$ cat src/rtl/ex_stage.sv
// Execute stage: ID/EX pipeline register, logic/shift/move results and the HI/LO pair.
// Define DIV_UNIT_EN to include the iterative DIV/DIVU divider and its stall request.
module ex_stage #(
  parameter int ALUOP_W  = 8,
  parameter int ALUSEL_W = 3,
  parameter int DIV_CYC  = 32
) (
  input  logic                clk,
  input  logic                rst,
  input  logic                stall_i,
  input  logic                flush_i,
  input  logic [ALUOP_W-1:0]  id_aluop_i,
  input  logic [ALUSEL_W-1:0] id_alusel_i,
  input  logic [31:0]         id_reg1_i,
  input  logic [31:0]         id_reg2_i,
  input  logic [4:0]          id_wd_i,
  input  logic                id_wreg_i,
  output logic [4:0]          wd_o,
  output logic                wreg_o,
  output logic [31:0]         wdata_o,
  output logic                stallreq_o,
  output logic [31:0]         hi_o,
  output logic [31:0]         lo_o
);

  localparam logic [ALUOP_W-1:0] OP_AND  = ALUOP_W'(8'h24);
  localparam logic [ALUOP_W-1:0] OP_OR   = ALUOP_W'(8'h25);
  localparam logic [ALUOP_W-1:0] OP_XOR  = ALUOP_W'(8'h26);
  localparam logic [ALUOP_W-1:0] OP_NOR  = ALUOP_W'(8'h27);
  localparam logic [ALUOP_W-1:0] OP_SLL  = ALUOP_W'(8'h7C);
  localparam logic [ALUOP_W-1:0] OP_SRL  = ALUOP_W'(8'h02);
  localparam logic [ALUOP_W-1:0] OP_SRA  = ALUOP_W'(8'h03);
  localparam logic [ALUOP_W-1:0] OP_MFHI = ALUOP_W'(8'h10);
  localparam logic [ALUOP_W-1:0] OP_MFLO = ALUOP_W'(8'h12);
  localparam logic [ALUOP_W-1:0] OP_DIV  = ALUOP_W'(8'h1A);
  localparam logic [ALUOP_W-1:0] OP_DIVU = ALUOP_W'(8'h1B);

  localparam logic [ALUSEL_W-1:0] SEL_LOGIC = ALUSEL_W'(3'b001);
  localparam logic [ALUSEL_W-1:0] SEL_SHIFT = ALUSEL_W'(3'b010);
  localparam logic [ALUSEL_W-1:0] SEL_MOVE  = ALUSEL_W'(3'b011);

  logic [ALUOP_W-1:0]  aluop;
  logic [ALUSEL_W-1:0] alusel;
  logic [31:0]         reg1, reg2;
  logic [4:0]          wd;
  logic                wreg;
  logic [31:0]         hi, lo;
  logic [31:0]         logic_res, shift_res, move_res;
  logic                is_div;

  // Flush inserts a bubble and beats stall; otherwise stall holds the register.
  always_ff @(posedge clk or negedge rst) begin
    if (!rst) begin
      aluop  <= '0;
      alusel <= '0;
      reg1   <= '0;
      reg2   <= '0;
      wd     <= '0;
      wreg   <= 1'b0;
    end else if (flush_i) begin
      aluop  <= '0;
      alusel <= '0;
      reg1   <= '0;
      reg2   <= '0;
      wd     <= '0;
      wreg   <= 1'b0;
    end else if (!stall_i) begin
      aluop  <= id_aluop_i;
      alusel <= id_alusel_i;
      reg1   <= id_reg1_i;
      reg2   <= id_reg2_i;
      wd     <= id_wd_i;
      wreg   <= id_wreg_i;
    end
  end

  assign is_div = (aluop == OP_DIV) || (aluop == OP_DIVU);

  always_comb begin
    logic_res = '0;
    shift_res = '0;
    move_res  = '0;
    case (aluop)
      OP_OR:   logic_res = reg1 | reg2;
      OP_AND:  logic_res = reg1 & reg2;
      OP_XOR:  logic_res = reg1 ^ reg2;
      OP_NOR:  logic_res = ~(reg1 | reg2);
      OP_SLL:  shift_res = reg2 << reg1[4:0];
      OP_SRL:  shift_res = reg2 >> reg1[4:0];
      OP_SRA:  shift_res = $unsigned($signed(reg2) >>> reg1[4:0]);
      OP_MFHI: move_res  = hi;
      OP_MFLO: move_res  = lo;
      default: ;
    endcase
  end

  always_comb begin
    wdata_o = '0;
    case (alusel)
      SEL_LOGIC: wdata_o = logic_res;
      SEL_SHIFT: wdata_o = shift_res;
      SEL_MOVE:  wdata_o = move_res;
      default:   wdata_o = '0;
    endcase
  end

  assign wd_o   = wd;
  assign wreg_o = wreg & ~is_div;
  assign hi_o   = hi;
  assign lo_o   = lo;

`ifdef DIV_UNIT_EN
  localparam int CNT_W = $clog2(DIV_CYC + 1);

  typedef enum logic [1:0] {IDLE, BUSY, DONE} div_state_t;

  div_state_t  state;
  logic        done_flag, neg_q, neg_r, zero_div;
  logic [31:0] quo, rem, den;
  logic [CNT_W-1:0] cnt;
  logic        signed_op, neg1, neg2;
  logic [31:0] abs1, abs2;
  logic [32:0] trial, diff;

  always_comb begin
    signed_op = (aluop == OP_DIV);
    neg1      = signed_op & reg1[31];
    neg2      = signed_op & reg2[31];
    abs1      = neg1 ? (~reg1 + 32'd1) : reg1;
    abs2      = neg2 ? (~reg2 + 32'd1) : reg2;
    trial     = {rem, quo[31]};
    diff      = trial - {1'b0, den};
  end

  assign stallreq_o = is_div & ~done_flag & (state != DONE);

  // done_flag survives only while the same div is held in ID/EX, so it is never re-issued.
  always_ff @(posedge clk or negedge rst) begin
    if (!rst) begin
      state     <= IDLE;
      done_flag <= 1'b0;
      neg_q     <= 1'b0;
      neg_r     <= 1'b0;
      zero_div  <= 1'b0;
      quo       <= '0;
      rem       <= '0;
      den       <= '0;
      cnt       <= '0;
      hi        <= '0;
      lo        <= '0;
    end else begin
      if (flush_i || !stall_i)
        done_flag <= 1'b0;
      else if (state == DONE)
        done_flag <= 1'b1;
      case (state)
        IDLE: begin
          if (is_div && !done_flag && !flush_i) begin
            if (reg2 == 32'd0) begin
              quo      <= '1;
              rem      <= reg1;
              zero_div <= 1'b1;
              state    <= DONE;
            end else begin
              quo      <= abs1;
              rem      <= '0;
              den      <= abs2;
              neg_q    <= neg1 ^ neg2;
              neg_r    <= neg1;
              zero_div <= 1'b0;
              cnt      <= '0;
              state    <= BUSY;
            end
          end
        end
        BUSY: begin
          if (flush_i) begin
            state <= IDLE;
          end else begin
            if (!diff[32]) begin
              rem <= diff[31:0];
              quo <= {quo[30:0], 1'b1};
            end else begin
              rem <= trial[31:0];
              quo <= {quo[30:0], 1'b0};
            end
            cnt <= cnt + 1'b1;
            if (cnt == CNT_W'(DIV_CYC - 1))
              state <= DONE;
          end
        end
        DONE: begin
          if (zero_div) begin
            hi <= rem;
            lo <= quo;
          end else begin
            hi <= neg_r ? (~rem + 32'd1) : rem;
            lo <= neg_q ? (~quo + 32'd1) : quo;
          end
          state <= IDLE;
        end
        default: state <= IDLE;
      endcase
    end
  end
`else
  assign stallreq_o = 1'b0;
  assign hi         = '0;
  assign lo         = '0;
`endif

endmodule

$ cat config.mk
export PLATFORM = sky130hd
export DESIGN_NAME = ex_stage
export DESIGN_NICKNAME = d
export VERILOG_FILES = /design/src/rtl/ex_stage.sv
export SDC_FILE = /design/constraint.sdc
export NUM_CORES = 1
export LEC_CHECK = 0
export ABC_AREA = 1
export CAP_MARGIN = 15
export CORE_UTILIZATION = 31
export DETAILED_ROUTE_END_ITERATION = 10
export HOLD_SLACK_MARGIN = 0.1
export PLACE_DENSITY = 0.62
export SYNTH_ARGS = -nofsm -noshare
export SYNTH_HDL_FRONTEND = slang
export SYNTH_SLANG_ARGS = --single-unit
$ cat constraint.sdc
create_clock -name clk -period 3.85 [get_ports clk]
set_input_delay 1.155 -clock clk [delete_from_list [all_inputs] [get_ports clk]]
set_output_delay 1.155 -clock clk [all_outputs]
set_load 0.02 [all_outputs]
==> results of run 1 <==
-- final timing paths --
path                              start     endpoint  cells past startpoint
worst max-delay path            reg1[1]  wdata_o[20]                     13
worst min-delay path            wd_o[0]      wd_o[0]                      2
min in group asynchronous           rst     reg1[10]                      1
worst min register to register  wd_o[0]      wd_o[0]                      2
max in group asynchronous           rst      reg1[0]                      2
worst max register to register  reg1[4]      reg1[4]                      3
-- flip-flops by register name, indices dropped and copies added, names as in the netlist --
| register | cells |
|---|---|
| reg1 | 32 |
| aluop | 8 |
| wreg | 1 |
| alusel | 3 |
| reg2 | 32 |
| wd_o | 5 |
-- metrics by stage --
stage / hold slack (ns) / total power, mW
after CTS: 0.521 / 2.98
after global placement: 0.500 / 2.08
after floorplan: 0.504 / 1.71
after detailed placement: 0.509 / 2.09
after global routing: 0.545 / 3.15
final: 0.516 / 2.98
-- layer usage --
layer	up-vias	global-route usage, %	share of wire, %
li1	5191	-	-
met1	4989	30.9	43
met2	543	37.5	46
met3	93	3.83	7.6
met4	0	11.3	4.1
met5	-	0	0
-- cell usage in the layout (no fill, tap or decap), types with 12 or more instances in the layout --
| cell | instances |
|---|---|
| nor2_1 | 36 |
| nand2_1 | 377 |
| clkdlybuf4s50_1 | 89 |
| dfrtp_1 | 79 |
| ha_1 | 66 |
| dlygate4sd2_1 | 26 |
| inv_1 | 151 |
| buf_4 | 48 |
| nand4_1 | 15 |
| conb_1 | 65 |
| a21oi_1 | 34 |
| buf_12 | 12 |
| o21ai_0 | 124 |
| nand3_1 | 375 |
| o21ai_1 | 37 |
| o22ai_1 | 32 |
-- cells in the mapped netlist --
master / n
o21ai_1: 33
inv_1: 152
or2_2: 1
buf_1: 19
nand3_1: 375
o21a_1: 1
ha_1: 66
inv_2: 10
and2_1: 1
nor2_1: 41
conb_1: 1
and3_1: 1
nor3_1: 5
nand2_2: 2
dfrtp_1: 81
o31ai_1: 1
o211ai_1: 7
o21ai_0: 130
nor4_2: 1
nor2_4: 3
buf_2: 25
clkbuf_1: 54
o22ai_1: 32
clkinv_1: 1
a21oi_1: 34
nand2_1: 379
a31oi_1: 1
nor4_1: 1
buf_4: 65
nor3_4: 1
nand4_1: 15
-- what timing repair did --
| item | CTS | global route |
|---|---|---|
| setup endpoints to repair | 32 | 10 |
| resized for setup | 48 | 13 |
| pin swaps | 3 | 0 |
| buffers inserted | 6 | 0 |
| gates cloned | 1 | 0 |
-- cell type report --
type | count | area share [%]
multi-input combinational | 1196 | 53.7
sequential | 81 | 18.0
timing repair buffer | 183 | 16.0
inverter | 163 | 5.48
tap | 390 | 4.33
clock buffer | 13 | 2.31
clock inverter | 3 | 0.211
-- logic make-up (layout without fill, tap and decap cells) --
group	count (synthesis)	count (layout)	share of synthesized area (%)
fa+ha+maj	66	66	8.89
flops	81	81	21.8
buf+inv	326	362	16.1
other cells	1	65	0.0404
compound gates	239	239	13.6
simple gates	826	826	39.5
-- power breakdown --
| group | switching (mW) | total, mW | internal, mW |
|---|---|---|---|
| Combinational | 0.741 | 1.13 | 0.393 |
| Sequential | 0.0655 | 0.978 | 0.913 |
| Clock | 0.391 | 0.867 | 0.476 |
| Total | 1.20 | 2.98 | 1.78 |
-- worst register-to-register path, delay by kind of cell (launching register included) --
| family | cells | cell delay, ns |
|---|---|---|
| compound gates | 1 | 0.15 |
| buf+inv | 2 | 0.45 |
| flops | 1 | 0.50 |
==> flow_summary.yaml, run 1 <==
clock_tree:
  cts.sinks: 81
  htreeDepth: 3
  clk_latency_ns: 0.36
  cts_made_buffers: 9
  cts_tree: "done"
  path_clk_slew_ns: 0.07
  cts-root-buf: "clkbuf_16"
  ctsHoldBuffers: 0
  max-clock-path-buffers: 2
setup_path:
  worst-path-max-fanout: 38
  critPathKind: "flop to output pin"
  cp_num_buf_inv: 4
  required_ns: 2.69
  startpoint_type: "flop"
  worstSetupEndpointType: "output pin"
  cpMaxStageDelayCell: "dfrtp_2"
  reg2reg_slack_ns: 2.63
  crit_chain: "inv_2, buf_12, buf_4, nand3_1, nand3_1, nand2_1, nand2_1, nand2_1, a21oi_1, nand3_1, nand2_1, nand2_1, dlygate4sd2_1"
  arrival_ns: 2.61
  path_delay_family: "simple AND/OR/NAND/NOR gates"
  crit_top_cell: "nand2_1"
  critPathMaxStageDelay_ns: 0.43
place:
  place.gp.congestion: 1.04
  place_area_um2: 10900
  dpl.hpwl_um: 26800
  dpl.cell_count: 2006
  post-place-ws_ns: 0.132
  port_buffers: 122
sta:
  setup_ws_ns: 0.0858
  drv_slew: 0
  finClkSkew_ns: 0
  rsz0062_at_grt: "no"
  setup_viol: 0
  hold_viol_final: 0
  fmax_mhz: 266
  max-slew-margin-rel_pct: 60.9
  min_period_ns: 3.76
  worst_pin_slew_ns: 0.587
  fin_crit_sh_pct: 97.8
  setup_tns_ns: 0
global_routing:
  grt_max_degree: 112
  antenna_found_initial: 1
  grt_overflow: 0
  grt_pass1_vias: 10300
  grt_pass1_wl_um: 56000
  grtUsageTotal_pct: 23.6
layout:
  antenna_cells: 0
  final_area_um2: 11300
  ff_latch_area_um2: 2030
  instances_no_fill: 2029
  fin_nets: 1785
  fill_cells: 3191
  postLayoutCoreUtil_pct: 38.2
  layout-drive-gt1-share_pct: 6.77
  syn_to_final_growth_pct: 21.4
  multi_input_comb_area_um2: 6050
route:
  dr.pass1.iters: 6
  ant_nets: 0
  via_per_inst: 5.33
  drc: 0
  drt_iter0_drc: 1168
  post_drt_wl_per_cell_um: 17.6
  vias: 10800
  wl_um: 35700
logic_synthesis:
  netlist-cell-type-count: 31
  syn_area_um2: 9290
  synthTopCellsByArea: "dfrtp_1, nand3_1, nand2_1"
  yosys.area.top_type: "dfrtp_1"
  synth_top_area_share_pct: 21.8
  ys_seq_elements: 81
  yosys_warnings: 0
  synth-seq-area-share_pct: 21.8
  synthCells: 1539
  avgSynthCellArea_um2: 6.03
die:
  die_h_um: 175
  core_area_um2: 29600
  std_cell_rows: 63
  die_w_um: 175
  die_area_um2: 30700
  start_util_pct: 31.4
  ios: 188
flow_run:
  cap_violations: 0
power:
  ir_drop_mv: 0.238
  powerDensity_nw_per_um2: 264
  p_leak_nw: 5.79
run_status:
  status: "completed"
hold_path:
  min_path_type: "flop to flop"
No activity file was read; power rests on OpenSTA's default activity.
==> inputs of run 2 (changes only) <==
- DONT_BUFFER_PORTS: not set -> 1
- PLACE_DENSITY: 0.62 -> 0.54
- SETUP_SLACK_MARGIN: not set -> 0.1
- SLEW_MARGIN: not set -> 20
==> run 2 against run 1 <==
Net effect:
- via count fell by 6.1%
- critical endpoint is now wdata_o[15]
- clock skew unchanged
- design area down 13%
- first-iteration DRC count down 10%
- worst hold slack got worse by 0.034 ns
- sequential power grew 0.8%
- sequential cell count unchanged
- sequential share of layout area increased by 2.7 points
- fmax is 2.6% higher
- largest cell class unchanged
- core utilization fell by 4.9 points
==> flow_summary.yaml, run 2 (synthesis gave the netlist of run 1 again) <==
run_status:
  status: "completed"
die:
  ios: 188
  die_h_um: 175
  die_w_um: 175
  die_area_um2: 30700
  std_cell_rows: 63
  start_util_pct: 31.4
  core_area_um2: 29600
setup_path:
  arrival_ns: 2.51
  r2r_start: "reg1[3]"
  critPathMaxStageDelay_ns: 0.50
  path_delay_family: "simple AND/OR/NAND/NOR gates"
  reg2reg_slack_ns: 2.63
  cpMaxStageDelayCell: "dfrtp_1"
  startpoint_type: "flop"
  ff2ff_path_depth: 3
  worstReg2RegEnd: "reg1[3]"
  worstSetupEndpointType: "output pin"
  worst-path-max-fanout: 32
  required_ns: 2.69
  cp_num_buf_inv: 2
  crit_chain: "inv_8, buf_4, nand2_1, nand3_1, nand3_1, o21ai_1, nand2_1, nand2_1, o21ai_1, nand2_1"
  crit_top_cell: "nand2_1"
  critPathKind: "flop to output pin"
power:
  power_mw: 2.87
  p_leak_nw: 5.03
  powerDensity_nw_per_um2: 292
  swShare_pct: 40.1
  ir_drop_mv: 0.290
  switchingPower_mw: 1.15
  clockPowerShare_pct: 32.5
  intPower_mw: 1.72
  p_comb_share_pct: 33.1
  seqPwrFrac_pct: 34.4
global_routing:
  grt_overflow: 0
  antenna_found_initial: 0
  grtUsageTotal_pct: 22.9
  grt_max_degree: 88
  grt_pass1_wl_um: 54500
  grt_pass1_vias: 9415
sta:
  setup_tns_ns: 0
  finClkSkew_ns: 0
  rsz0062_at_grt: "yes"
  min_period_ns: 3.67
  hold_viol_final: 0
  fmax_mhz: 273
  drv_slew: 0
  fin_crit_sh_pct: 95.3
  timing.hold.ws_ns: 0.483
  max-slew-margin-rel_pct: 42.7
  setup_viol: 0
  setup_ws_ns: 0.181
  worst_pin_slew_ns: 0.860
layout:
  layout-drive-gt1-share_pct: 5.44
  antenna_cells: 0
  top_regs: "reg1 (32), reg2 (32), aluop (8)"
  fin_nets: 1634
  syn_to_final_growth_pct: 5.68
  postLayoutCoreUtil_pct: 33.2
  fill_cells: 3314
  mostFrequentLayoutCells: "nand2_1, nand3_1, inv_1"
clock_tree:
  ctsHoldBuffers: 0
  path_clk_slew_ns: 0.06
  cts_tree: "done"
  cts-root-buf: "clkbuf_16"
  clk_latency_ns: 0.36
  htreeDepth: 3
  cts_made_buffers: 9
  cts.sinks: 81
  max-clock-path-buffers: 2
hold_path:
  min_path_type: "input pin to asynchronous set/reset pin"
route:
  drc: 0
  post_drt_wl_per_cell_um: 18.5
  drt_iter0_drc: 1046
  wl_um: 34700
  ant_nets: 0
  via_per_inst: 5.41
  dr.pass1.iters: 6
  vias: 10200
place:
  dpl.hpwl_um: 26300
  place.gp.congestion: 1.01
  post-place-ws_ns: 0.332
  port_buffers: 0
flow_run:
  cap_violations: 0
## run 2: worst max-delay path by stage
| stage | start | endpoint | slack, ns | depth (start not counted) |
|---|---|---|---|---|
| 2_1_floorplan | reg1[0] | wdata_o[6] | 0.88 | 13 |
| 5_1_grt | reg1[0] | wdata_o[3] | 0.05 | 11 |
| 3_5_place_dp | reg1[0] | wdata_o[21] | 0.33 | 9 |
| 3_3_place_gp | reg1[0] | wdata_o[21] | 0.30 | 9 |
| 6_report | reg1[0] | wdata_o[15] | 0.18 | 10 |
| 4_1_cts | reg1[0] | wdata_o[21] | 0.1 | 9 |
## run 2: final cells by class
| class | count | area (µm²) | area share, % |
|---|---|---|---|
| Clock buffer | 13 | 260 | 2.65 |
| Multi-Input combinational cell | 1196 | 6060 | 61.8 |
| Tap cell | 390 | 488 | 4.97 |
| Sequential cell | 81 | 2030 | 20.7 |
| Inverter | 163 | 626 | 6.37 |
| Timing Repair Buffer | 32 | 303 | 3.08 |
| Clock inverter | 3 | 47.5 | 0.484 |
## run 2: metrics by stage
stage | instance area, µm² | instances
2_1_floorplan | 9530 | 1603
3_3_place_gp | 9400 | 1857
3_5_place_dp | 9400 | 1857
4_1_cts | 9710 | 1873
5_1_grt | 9820 | 1878
6_report | 9820 | 1878
## run 2: per-layer routing
layer	share of wire, %	vias up	track usage (%)
met5	0	-	0
met4	2.7	0	7.57
met3	7.0	58	3.68
met2	46	406	36.3
met1	45	4796	31.6
li1	-	4891	-
## run 2: what timing repair did
item,CTS,global route
pin swaps,0,3
endpoints found under the setup margin,20,31
gates resized for setup,2,27
buffers inserted,0,5
cloned,0,0
## run 2: worst reg2reg max path, cell delays in order (launching register included)
cell and delay (ns):
dfrtp_1 0.37, clkinv_1 0.31, buf_4 0.31, o21ai_0 0.16
## run 2: power groups by stage
stage	Clock [mW]	Sequential, mW	Combinational, mW
after detailed placement	0	0.999	0.924
after floorplan	0	0.972	0.743
final	0.934	0.986	0.949
after CTS	0.949	0.984	0.929
after global routing	0.982	0.995	1.07
after global placement	0	0.997	0.919
